--- src/rtl/piso_tx.sv ---
// piso_tx: framed parallel-in/serial-out transmitter.
// Frame = start bit (0), WIDTH data bits LSB first, optional even parity, stop bit (1).
// Each bit is held for CLKS_PER_BIT clocks. tx is registered, so nothing from
// in_valid/in_data reaches tx without passing through a flop.
//
// state    | meaning
// ---------+-----------------------------------------------
// S_IDLE   | line idle (tx=1), ready to accept a word
// S_START  | driving the start bit (tx=0)
// S_DATA   | driving shift register bit 0, LSB first
// S_PARITY | driving the latched even-parity bit
// S_STOP   | driving the stop bit (tx=1)
module piso_tx #(
  parameter int WIDTH        = 8,
  parameter int CLKS_PER_BIT = 4,
  parameter int PARITY_EN    = 1
) (
  input  logic             clk,
  input  logic             rst,
  input  logic [WIDTH-1:0] in_data,
  input  logic             in_valid,
  output logic             in_ready,
  output logic             tx,
  output logic             busy,
  output logic             done
);

  localparam int CW = (CLKS_PER_BIT > 1) ? $clog2(CLKS_PER_BIT) : 1;
  localparam int IW = (WIDTH > 1) ? $clog2(WIDTH) : 1;
  localparam logic [CW-1:0] CNT_LAST = CW'(CLKS_PER_BIT - 1);
  localparam logic [CW-1:0] CNT_ONE  = CW'(1);
  localparam logic [IW-1:0] IDX_LAST = IW'(WIDTH - 1);
  localparam logic [IW-1:0] IDX_ONE  = IW'(1);

  typedef enum logic [2:0] {
    S_IDLE   = 3'd0,
    S_START  = 3'd1,
    S_DATA   = 3'd2,
    S_PARITY = 3'd3,
    S_STOP   = 3'd4
  } state_t;

  state_t           state, state_next;
  logic [CW-1:0]    cnt, cnt_next;
  logic [IW-1:0]    idx, idx_next;
  logic [WIDTH-1:0] shift, shift_next;
  logic             par, par_next;
  logic             tx_next;
  logic             done_next;

  logic bit_end;
  assign bit_end = (cnt == CNT_LAST);

  // State register plus datapath flops; rst wins over any acceptance.
  always_ff @(posedge clk) begin
    if (rst) begin
      state <= S_IDLE;
      cnt   <= '0;
      idx   <= '0;
      shift <= '0;
      par   <= 1'b0;
      tx    <= 1'b1;
      done  <= 1'b0;
    end else begin
      state <= state_next;
      cnt   <= cnt_next;
      idx   <= idx_next;
      shift <= shift_next;
      par   <= par_next;
      tx    <= tx_next;
      done  <= done_next;
    end
  end

  // Next-state and datapath updates; tx_next is the line level for the next state.
  always_comb begin
    state_next = state;
    cnt_next   = cnt;
    idx_next   = idx;
    shift_next = shift;
    par_next   = par;
    done_next  = 1'b0;
    tx_next    = 1'b1;

    case (state)
      S_IDLE: begin
        if (in_valid) begin
          shift_next = in_data;
          par_next   = ^in_data;
          cnt_next   = '0;
          idx_next   = '0;
          state_next = S_START;
        end
      end
      S_START: begin
        if (bit_end) begin
          cnt_next   = '0;
          state_next = S_DATA;
        end else begin
          cnt_next = cnt + CNT_ONE;
        end
      end
      S_DATA: begin
        if (bit_end) begin
          cnt_next   = '0;
          shift_next = shift >> 1;
          if (idx == IDX_LAST) begin
            idx_next   = '0;
            state_next = (PARITY_EN != 0) ? S_PARITY : S_STOP;
          end else begin
            idx_next = idx + IDX_ONE;
          end
        end else begin
          cnt_next = cnt + CNT_ONE;
        end
      end
      S_PARITY: begin
        if (bit_end) begin
          cnt_next   = '0;
          state_next = S_STOP;
        end else begin
          cnt_next = cnt + CNT_ONE;
        end
      end
      S_STOP: begin
        if (bit_end) begin
          cnt_next   = '0;
          state_next = S_IDLE;
          done_next  = 1'b1;
        end else begin
          cnt_next = cnt + CNT_ONE;
        end
      end
      default: begin
        state_next = S_IDLE;
      end
    endcase

    case (state_next)
      S_START:  tx_next = 1'b0;
      S_DATA:   tx_next = shift_next[0];
      S_PARITY: tx_next = par_next;
      default:  tx_next = 1'b1;
    endcase
  end

  assign in_ready = (state == S_IDLE);
  assign busy     = (state != S_IDLE);

endmodule

--- config.mk ---
export PLATFORM = sky130hd
export DESIGN_NAME = piso_tx
export DESIGN_NICKNAME = d
export VERILOG_FILES = /design/src/rtl/piso_tx.sv
export SDC_FILE = /design/constraint.sdc
export NUM_CORES = 1
export LEC_CHECK = 0
export ABC_CLOCK_PERIOD_IN_PS = 1650
export BUFFER_PORTS_ARGS = -buffer_cell sky130_fd_sc_hd__buf_2
export CAP_MARGIN = 20
export CORE_MARGIN = 4
export CORE_UTILIZATION = 25
export DETAILED_ROUTE_END_ITERATION = 7
export PLACE_DENSITY_LB_ADDON = 0.3
export REMOVE_ABC_BUFFERS = 1
export SLEW_MARGIN = 0
export SYNTH_ARGS = -nofsm -noshare
export SYNTH_HDL_FRONTEND = slang
export SYNTH_SLANG_ARGS = --single-unit
--- constraint.sdc ---
create_clock -name clk -period 1.65 [get_ports clk]
set_clock_uncertainty 0.15 [all_clocks]
set_input_delay 0.0825 -clock clk [delete_from_list [all_inputs] [get_ports clk]]
set_output_delay 0.0825 -clock clk [all_outputs]
set_load 0.02 [all_outputs]
==> metrics.md <==
| Metric | Value |
|---|---|
| Pre-CTS WS | -0.125 ns |
| Die area | 4890 um^2 |
| DIE HEIGHT | 70.0 um |
| Final WL | 2230 um |
| GRT Util Overall | 8.95% |
| Worst endpoint required time | 1.69 ns |
| Post-synthesis adder-cell area fraction | 3.91% |
| Failing checks | negative setup slack |
| Iteration count of the initial detailed-routing pass | 4 |
| Largest net degree at the start of global routing | 20 |
| Core area | 3690 um^2 |
| Mux cell area share after synthesis | 1.04% |
| Hold path depth | 3 |
| Initial Util | 26.0% |
| Clock slew at reported path FFs | 0.07 ns |
| Final worst slack | -0.00641 ns |
| Distinct cells, synth | 35 |
| Die Wd | 70.0 um |
| Setup TNS | -0.00641 ns |
| Slew HR | 77.2% |
| Via/cell ratio | 4.57 |
| Synth Area in Compound Gates | 19.8% |
| Clk buf depth | 2 |
| Global-route wire length before repair | 3520 um |
| Skew-Pair Late Insertion Delay | 0.25 ns |
| Leakage | 0.534 nW |
| Actual slew at the worst max-slew pin | 0.342 ns |
| Max-Cap Viols | 0 |
| Post-Synthesis Cells | 101 |
| Avg Cell Area, Syn | 9.50 um^2 |
| Vias post-DR | 840 |
| Worst-path maximum fanout | 2 |
| Critical path class | flip-flop to flip-flop |
| Final GP Congestion | 0.724 |
| Kind of end point of the critical path | flip-flop |
| DRT antenna net count | 0 |
| WL/cell | 12.1 um |
| Post-synth EDFFs | 0 |
| Simple-Gate Fraction of Synth Area | 24.0% |
| Top FF cell, synth | dfxtp_1 |
| RSZ-0062 raised after global routing | true |
| Area contributors post-synth | dfxtp_1, a22oi_1, xnor2_1 |
| Largest area contributor in the netlist | dfxtp_1 |
| Final hold vios | 0 |
| Worst Hold Class | input pin to flip-flop |
| Final HPWL DP | 1620 um |
| Final net count | 151 |
| Vias in the first global route | 820 |
| Highest-count cells in the layout ignoring fill and taps | dfxtp_1, buf_4, nor2_1, buf_2, a22oi_1 |
| Synth Register Bits | 19 |
| Drt initial violations | 22 |
| # fillers | 388 |
| Port bufs | 14 |
| FMAX | 0.604 GHz |
| Sequential cell area fraction in the yosys report | 39.6% |
| Critical Path AT | 1.70 ns |
| CTS tree | done |
| Share of cells above drive strength 1 | 38.2% |
| Outcome | complete, but fails checks |
| Antenna violations before repair | 0 |
| Minimum clock period | 1.66 ns |
| Setup violators final | 1 |
| Total grt overflow | 0 |
| Synth top area share | 39.6% |
| Max VDD drop | 0.000537 V |
| Clk sinks | 19 |
| Ys Warns | 0 |
| ANT cells | 0 |
| Final Cycle Share | 100% |
| Ys async rst share | 0% |
| I/O pin total | 15 |
| Root buf cell | clkbuf_8 |
| Pwr dens | 741 nW/um^2 |
| XOR/XNOR Fraction of Synth Area | 6.39% |
| Cell Rows | 22 |
| Num CTS Buffers | 3 |
| H-tree depth | 1 |
| Area added between synthesis and finish | 39.5% |
| DRC errors left | 0 |
| Max-slew violation count | 0 |
| Main combinational cell family by area after synthesis | simple AND/OR/NAND/NOR gates |
| Sequential Area | 384 um^2 |
| Area of the multi-input gates | 594 um^2 |
| Critical path launch point type | flip-flop |
| R2R cell count | 7 |
| Synth Cell Area | 960 um^2 |
[synth_stat cells (2+ instances only)]
master / count
o21bai_1: 2
xnor2_1: 7
nor2_1: 14
a22oi_1: 10
clkbuf_1: 2
buf_6: 3
a21oi_1: 8
ha_1: 3
dfxtp_1: 19
nand2_1: 8
[per-layer routing]
metal	global-route usage, %	vias up	wire [um]
met2	15.6	19	1140
li1	-	433	-
met4	2.55	0	21
met1	10.0	384	961
met5	0	-	0
met3	3.45	4	112
[critical path, cell delays in order, from the launching register on]
cell,delay [ns]
dfxtp_2,0.32
ha_2,0.17
ha_2,0.16
and3_4,0.18
o31ai_4,0.20
buf_4,0.15
o21ba_1,0.13
o21bai_1,0.12
[stage by stage]
step	total power, mW	area, um^2	hold slack (ns)	cells	utilization [%]
3_3_place_gp	0.647	1150	0.227	171	31.1
4_1_cts	0.997	1300	0.0179	181	35.1
3_5_place_dp	0.652	1150	0.232	171	31.1
5_1_grt	1.05	1340	0.0108	184	36.3
6_report	0.992	1340	0.0125	184	36.3
2_1_floorplan	0.592	913	0.00157	95	-
[sequential cells by signal (all words and copies together), names as in the netlist]
signal,flops
state,3
par,1
shift,8
done,1
idx,3
cnt,2
tx,1
[timing repair]
action / in CTS / in global routing
pin swaps: 1 / 5
gates cloned: 0 / 1
hold buffers: 6 / 0
endpoints found under the setup margin: 3 / 12
gates resized for setup: 13 / 4
endpoints found under the hold margin: 6 / 0
setup buffers: 0 / 2
[report_power, final]
| group | switching (mW) | total (mW) | internal (mW) |
|---|---|---|---|
| logic | 0.0826 | 0.174 | 0.0912 |
| clock network | 0.157 | 0.325 | 0.168 |
| registers | 0.0137 | 0.493 | 0.480 |
[logic make-up after synthesis]
group,after synthesis
simple gates,36
compound gates,28
xor+xnor,7
buf+inv,7
flops,19
fa+ha+maj,3
mux,1
[cell type report]
type,count,area share (%)
multi-input combinational,76,44.4
inverter,1,0.280
clock buffer,3,3.08
sequential,19,28.7
tap,48,4.49
clock inverter,1,0.374
timing repair buffer,36,18.7
[path summary, 6_finish.rpt]
path,start,to,slack (ns)
hold / removal,in_data[4],shift[4],0.01
setup reg to reg,idx[0],tx,-0.006
setup / recovery,idx[0],tx,-0.006
hold reg to reg,shift[1],shift[1],0.31
Power figures use the tool's default switching activity.
